### src/rtl/keypad_scanner_if.sv
// Keypad scanner signal bundle: row sense in, column drive and key events out.
// master: keypad/consumer side; slave: the scanner itself.
interface keypad_scanner_if;
  logic [3:0] row;
  logic [3:0] col;
  logic [3:0] key_code;
  logic       key_valid;
  logic       key_press;

  modport master (
    output row,
    input  col,
    input  key_code,
    input  key_valid,
    input  key_press
  );

  modport slave (
    input  row,
    output col,
    output key_code,
    output key_valid,
    output key_press
  );
endinterface

### src/rtl/keypad_scanner.sv
// Column-scanning, debounced 4x4 keypad front end (player-B PMOD keypad).
// Drives one-cold columns, samples synchronized active-low rows at the end of
// each column dwell, resolves one key per full scan, and accepts a key state
// once it has been seen on DEBOUNCE_SCANS consecutive scans.
// Optional feature macro: KEYPAD_REPEAT_EN (auto-repeat key_press every
// REPEAT_SCANS scans while the accepted key is held).
module keypad_scanner #(
  parameter int COL_CYCLES     = 100000,
  parameter int DEBOUNCE_SCANS = 4,
  parameter int REPEAT_SCANS   = 64
) (
  input  logic             clk,
  input  logic             rst,
  keypad_scanner_if.slave  kp
);

  localparam int DCW = (COL_CYCLES > 1) ? $clog2(COL_CYCLES) : 1;
  localparam int SCW = $clog2(DEBOUNCE_SCANS + 1);
  localparam logic [DCW-1:0] DC_LAST = DCW'(COL_CYCLES - 1);
  localparam logic [SCW-1:0] SC_FULL = SCW'(DEBOUNCE_SCANS);

  // Parameter range checks at elaboration
  generate
    if (COL_CYCLES < 4) begin : g_bad_col_cycles
      $error("keypad_scanner: COL_CYCLES must be at least 4");
    end
    if (DEBOUNCE_SCANS < 1) begin : g_bad_debounce
      $error("keypad_scanner: DEBOUNCE_SCANS must be at least 1");
    end
    if (REPEAT_SCANS < 1) begin : g_bad_repeat
      $error("keypad_scanner: REPEAT_SCANS must be at least 1");
    end
  endgenerate

  // Key map: index is {row, col}
  function automatic logic [3:0] f_keymap(input logic [1:0] r, input logic [1:0] c);
    logic [3:0] k;
    k = '0;
    case ({r, c})
      4'h0: k = 4'h1;
      4'h1: k = 4'h2;
      4'h2: k = 4'h3;
      4'h3: k = 4'hA;
      4'h4: k = 4'h4;
      4'h5: k = 4'h5;
      4'h6: k = 4'h6;
      4'h7: k = 4'hB;
      4'h8: k = 4'h7;
      4'h9: k = 4'h8;
      4'hA: k = 4'h9;
      4'hB: k = 4'hC;
      4'hC: k = 4'h0;
      4'hD: k = 4'hF;
      4'hE: k = 4'hE;
      4'hF: k = 4'hD;
      default: k = '0;
    endcase
    return k;
  endfunction

  logic [3:0]     r_row_s1;
  logic [3:0]     r_row_s2;
  logic [DCW-1:0] r_dc;
  logic [1:0]     r_ci;
  logic           r_commit;
  logic           r_hit;
  logic [3:0]     r_code;
  logic           r_cand_hit;
  logic [3:0]     r_cand_code;
  logic [SCW-1:0] r_cnt;
  logic [3:0]     r_key_code;
  logic           r_key_valid;
  logic           r_key_press;

  logic           w_sample;
  logic           w_any_low;
  logic [1:0]     w_row_idx;
  logic           w_same;
  logic [SCW-1:0] w_cnt_next;
  logic           w_change;
  logic           w_rep_fire;

  // Two-flop synchronizer on the asynchronous row inputs
  always_ff @(posedge clk or negedge rst) begin
    if (!rst) begin
      r_row_s1 <= '1;
      r_row_s2 <= '1;
    end else begin
      r_row_s1 <= kp.row;
      r_row_s2 <= r_row_s1;
    end
  end

  assign w_sample  = (r_dc == DC_LAST);
  assign w_any_low = (r_row_s2 != 4'hF);

  // Lowest-numbered low row wins within the driven column
  always_comb begin
    w_row_idx = '0;
    if (!r_row_s2[0])      w_row_idx = 2'd0;
    else if (!r_row_s2[1]) w_row_idx = 2'd1;
    else if (!r_row_s2[2]) w_row_idx = 2'd2;
    else if (!r_row_s2[3]) w_row_idx = 2'd3;
  end

  // Dwell counter and column index
  always_ff @(posedge clk or negedge rst) begin
    if (!rst) begin
      r_dc <= '0;
      r_ci <= '0;
    end else if (w_sample) begin
      r_dc <= '0;
      r_ci <= r_ci + 2'd1;
    end else begin
      r_dc <= r_dc + 1'b1;
    end
  end

  assign kp.col = ~(4'b0001 << r_ci);

  // Per-scan result capture; first hit in scan order is kept, cleared at commit
  always_ff @(posedge clk or negedge rst) begin
    if (!rst) begin
      r_commit <= 1'b0;
      r_hit    <= 1'b0;
      r_code   <= '0;
    end else begin
      r_commit <= w_sample && (r_ci == 2'd3);
      if (r_commit) begin
        r_hit  <= 1'b0;
        r_code <= '0;
      end else if (w_sample && !r_hit && w_any_low) begin
        r_hit  <= 1'b1;
        r_code <= f_keymap(w_row_idx, r_ci);
      end
    end
  end

  // Debounce comparison and acceptance decision for the commit cycle
  always_comb begin
    w_same     = (r_hit == r_cand_hit) && (!r_hit || (r_code == r_cand_code));
    w_cnt_next = SCW'(1);
    if (w_same) begin
      w_cnt_next = (r_cnt == SC_FULL) ? r_cnt : r_cnt + 1'b1;
    end
    w_change = (w_cnt_next == SC_FULL) &&
               ((r_hit != r_key_valid) || (r_hit && (r_code != r_key_code)));
  end

  // Candidate state and stable-scan count, updated once per scan
  always_ff @(posedge clk or negedge rst) begin
    if (!rst) begin
      r_cand_hit  <= 1'b0;
      r_cand_code <= '0;
      r_cnt       <= '0;
    end else if (r_commit) begin
      r_cand_hit  <= r_hit;
      r_cand_code <= r_code;
      r_cnt       <= w_cnt_next;
    end
  end

`ifdef KEYPAD_REPEAT_EN
  localparam int RPW = $clog2(REPEAT_SCANS + 1);
  localparam logic [RPW-1:0] RP_LAST = RPW'(REPEAT_SCANS - 1);

  logic [RPW-1:0] r_rep;

  assign w_rep_fire = r_commit && r_key_valid && !w_change && (r_rep == RP_LAST);

  // Auto-repeat scan counter; restarts whenever the accepted state changes
  always_ff @(posedge clk or negedge rst) begin
    if (!rst) begin
      r_rep <= '0;
    end else if (r_commit) begin
      if (w_change || !r_key_valid || w_rep_fire) begin
        r_rep <= '0;
      end else begin
        r_rep <= r_rep + 1'b1;
      end
    end
  end
`else
  assign w_rep_fire = 1'b0;
`endif

  // Registered accepted-key outputs and press pulse
  always_ff @(posedge clk or negedge rst) begin
    if (!rst) begin
      r_key_code  <= '0;
      r_key_valid <= 1'b0;
      r_key_press <= 1'b0;
    end else begin
      r_key_press <= 1'b0;
      if (r_commit && w_change) begin
        r_key_valid <= r_hit;
        if (r_hit) begin
          r_key_code  <= r_code;
          r_key_press <= 1'b1;
        end
      end else if (w_rep_fire) begin
        r_key_press <= 1'b1;
      end
    end
  end

  assign kp.key_code  = r_key_code;
  assign kp.key_valid = r_key_valid;
  assign kp.key_press = r_key_press;

endmodule

### src/flat_wrapper.sv
// flat-port wrapper written by rule: the top's interface ports become plain ports
module keypad_scanner_flat 
#(
  parameter int COL_CYCLES     = 100000,
  parameter int DEBOUNCE_SCANS = 4,
  parameter int REPEAT_SCANS   = 64
)
  (clk, rst, kp_row, kp_col, kp_key_code, kp_key_valid, kp_key_press);
  keypad_scanner_if kp_i ();
  input  logic clk;
  input  logic rst;
  input wire logic [$bits(kp_i.row)-1:0] kp_row;
  output wire logic [$bits(kp_i.col)-1:0] kp_col;
  output wire logic [$bits(kp_i.key_code)-1:0] kp_key_code;
  output wire logic [$bits(kp_i.key_valid)-1:0] kp_key_valid;
  output wire logic [$bits(kp_i.key_press)-1:0] kp_key_press;
  assign kp_i.row = kp_row;
  assign kp_col = kp_i.col;
  assign kp_key_code = kp_i.key_code;
  assign kp_key_valid = kp_i.key_valid;
  assign kp_key_press = kp_i.key_press;
  keypad_scanner #(.COL_CYCLES(COL_CYCLES), .DEBOUNCE_SCANS(DEBOUNCE_SCANS), .REPEAT_SCANS(REPEAT_SCANS)) u_core (.clk(clk), .rst(rst), .kp(kp_i));
endmodule
### config.mk
export PLATFORM = sky130hd
export DESIGN_NAME = keypad_scanner_flat
export DESIGN_NICKNAME = d
export VERILOG_FILES = /design/src/rtl/keypad_scanner_if.sv /design/src/rtl/keypad_scanner.sv /design/src/flat_wrapper.sv
export SDC_FILE = /design/constraint.sdc
export NUM_CORES = 1
export LEC_CHECK = 0
export BUFFER_PORTS_ARGS = -buffer_cell sky130_fd_sc_hd__buf_2
export CAP_MARGIN = 5
export CORE_MARGIN = 2
export CORE_UTILIZATION = 25
export CTS_CLUSTER_SIZE = 10
export DETAILED_ROUTE_END_ITERATION = 12
export GPL_TIMING_DRIVEN = 0
export PLACE_DENSITY = 0.5
export SYNTH_ARGS = -nofsm -noshare
export SYNTH_HDL_FRONTEND = slang
export SYNTH_SLANG_ARGS = --single-unit
### constraint.sdc
create_clock -name clk -period 1.8 [get_ports clk]
set_clock_uncertainty 0.1 [all_clocks]
set_input_delay 0.18 -clock clk [delete_from_list [all_inputs] [get_ports clk]]
set_output_delay 0.18 -clock clk [all_outputs]
set_load 0.02 [all_outputs]
==> results_dict.tcl <==
set metrics [dict create \
    status "finished, violations left" \
    violations "negative hold slack, negative setup slack" \
    grt_overflow 0 \
    vdd_drop_max_v 0.0002649 \
    finalInstanceArea_um2 2895 \
    fin_total_pwr_mw 1.729 \
    synthesis.nets 213 \
    layout_commonest_cell "dfrtp_1" \
    drive_gt1_share_pct 35.42 \
    p_leak_nw 1.303 \
    hold_viol 39 \
    die_area_um2 9622 \
    setup_tns_ns -0.04695 \
    rsz0062_at_grt "true" \
    clock_latency_ns 0.29 \
    final_max_slew_viol_count 0 \
    h-tree-depth 2 \
    yosysWarnings 0 \
    detail-route-antenna-nets 0 \
    r2r_slack_ns -0.02 \
    worstPathRequired_ns 1.88 \
    clock-sinks 47 \
    criticalPathCategory "flop to flop" \
    worstPathCellList "ha_2 > nand4_1 > buf_4 > nor3_4 > buf_6 > nand4_1 > xnor2_1" \
    grt_max_degree 48 \
    crit_start "u_core.r_dc[0]" \
    path_max_fanout 4 \
    numCtsBuffers 5 \
    netlist_area_um2 2213 \
    drt_iter0_markers 71 \
    cpMaxStageDelayCell "dfrtp_1" \
    track_usage_pct 8.961 \
    crit_top_cell "nand4_1" \
    dpl-instance-area_um2 2430 \
    synthCells 199 \
    wl_per_cell_um 12.06 \
    dpl.hpwl_mm 2.703 \
    fp-row-count 34 \
    fmax_mhz 550.0 \
    finalWorstPathRequiredPeriod_ns 1.818 \
    p_int_mw 1.360 \
    area_delta_synth_final_pct 30.81 \
    maxCapViolCount 0 \
    fin_ws_ns -0.01818 \
    finalCritPeriodShare_pct 101.0 \
    grt_pass1_vias 1499 \
    grt_pass1_wl_mm 7.024 \
    holdWs_ns -0.03526 \
    root_buffer "clkbuf_8" \
    cpPeakStageDelay_ns 0.40 \
    r2r-start "u_core.r_dc[0]" \
    critPathCaptureType "flop" \
    ys_types 39 \
    viasPerCell 4.445 \
    synth-main-ff-cell "dfrtp_1" \
    synthArstFlopShare_pct 100.0 \
    core_area_um2 8636 \
    final_nets 253 \
    synth_seq_area_share_pct 53.59 \
    p_switching_mw 0.3692 \
    antenna_found_initial 0 \
    slew-limit-headroom_pct 30.27 \
    start_kind "flop" \
    layout_common_cells "dfrtp_1 (38), buf_2 (15), inv_1 (14), nor2_1 (13)" \
    start_util_pct 25.63 \
    p_sw_share_pct 21.35 \
    vias 1547 \
    io_buffer_count 15 \
    pin_count 16 \
    routabilityCongestion 0.7752 \
    tightest_slew_ns 1.046 \
    wirelength_mm 4.196 \
    pwr-share-clk_pct 35.1 \
    cp.arrival_ns 1.90 \
    ff2ff_path_depth 7 \
    hold_path.class "primary input to async pin" \
    synth.ff_latch_count 47 \
    die_w_um 98.09 \
    r2r_end "u_core.r_dc[12]" \
    clk_path_buf_depth 2 \
    synth_area_per_cell_um2 11.12 \
    setup_viol 7 \
    n_antenna_cell 0 \
    seqPwrFrac_pct 62.4 \
    power_density_nw_per_um2 597.2 \
    die_h_um 98.09 \
    combinationalPowerShare_pct 2.6 \
    clkTransAtPathRegs_ns 0.08 \
    drt-pass1-iter-count 4 \
    synth_edf_count 0 \
    cts_tree "yes" \
    drc 0 \
]
-- registers in the layout, summed over array words and instances, names as in the netlist --
register             cells
u_core.r_row_s1          4
u_core.r_hit             1
u_core.r_code            4
u_core.r_cand_code       4
u_core.kp.key_valid      1
u_core.kp.key_code       4
u_core.r_cand_hit        1
u_core.r_dc             17
u_core.r_commit          1
u_core.r_ci              2
u_core.r_cnt             3
u_core.r_row_s2          4
u_core.kp.key_press      1
-- cell usage after synthesis, drive strengths merged, types with 2 or more instances --
master | instances | area share [%]
nand4 | 6 | 1.7
nand3 | 11 | 2.5
nor4 | 3 | 1.5
o22ai | 3 | 0.85
inv | 15 | 2.5
and3 | 3 | 0.85
nand2 | 9 | 1.6
dfstp | 8 | 9.5
mux2i | 3 | 1.4
ha | 8 | 4.5
o21ai | 7 | 1.6
nand3b | 2 | 0.68
mux2 | 9 | 4.6
nor2 | 20 | 3.4
nor2b | 3 | 0.85
nor3 | 2 | 0.45
xor2 | 11 | 4.4
a21oi | 6 | 1.4
or4 | 2 | 0.85
xnor2 | 13 | 5.1
clkbuf | 2 | 0.34
dfrtp | 39 | 44
-- per-stage QoR --
stage / utilization, % / worst slack, ns / cells
3_5_place_dp: 28.14 / -0.2815 / 322
6_report: 33.53 / -0.01818 / 348
5_1_grt: 33.53 / -0.1219 / 348
3_3_place_gp: 28.14 / -0.2980 / 322
4_1_cts: 30.63 / -0.1126 / 340
2_1_floorplan: - / 0.007259 / 199
-- worst max-delay path, delay by kind of cell, from the launching register on --
kind / cells / cell delay [ns]
AND/OR/NAND/NOR: 3 / 0.50
flip-flops: 1 / 0.40
buffers and inverters: 2 / 0.37
adder cells (fa/ha/maj): 1 / 0.20
XOR/XNOR: 1 / 0.14
-- worst max-delay path by stage --
stage	slack, ns	to	cells past startpoint
6_report	-0.02	u_core.r_dc[12]	7
5_1_grt	-0.12	u_core.r_dc[12]	7
4_1_cts	-0.11	u_core.r_code[2]	5
3_3_place_gp	-0.30	u_core.r_code[1]	6
2_1_floorplan	0.007	u_core.r_code[1]	5
3_5_place_dp	-0.28	u_core.r_code[1]	6
-- per-layer routing --
metal / part of all wire [%] / wire [um] / track usage (%)
met1: 51 / 2158 / 12.45
met2: 44 / 1844 / 13.44
met3: 3.4 / 141 / 2.649
met4: 1.2 / 51 / 2.885
met5: 0 / 0 / 0
-- power by group through the flow --
stage,sequential (mW),clock (mW),combinational (mW)
after floorplan,1.10,0,0.0105
final,1.08,0.606,0.0444
after global placement,1.10,0,0.0395
after CTS,1.08,0.647,0.0464
after global routing,1.08,0.696,0.0523
after detailed placement,1.10,0,0.0394
-- cells by family after synthesis --
group	share of synthesized area [%]
adder cells (fa/ha/maj)	4.523
AND/OR/NAND/NOR	16.68
flip-flops	53.59
multiplexers	5.936
XOR/XNOR	9.497
AO/OA/AOI/OAI	6.671
buffers and inverters	3.109
-- repair_timing --
action                     CTS  global route
setup endpoints to repair   20            23
gates cloned                 0             1
pin swaps                    5            14
hold buffers                 4             0
resized for setup           12            36
setup buffers                6             7
hold endpoints to repair     4             0
-- cell type report --
type	instances	area, um^2
Inverter	15	56.30
Multi-Input combinational cell	134	1155
Timing Repair Buffer	33	257.7
Sequential cell	47	1187
Clock inverter	1	5.005
Tap cell	108	135.1
Clock buffer	7	76.32
Fill cell	867	5741
Buffer	3	22.52
Note: power is estimated with default switching activity, not from simulation.
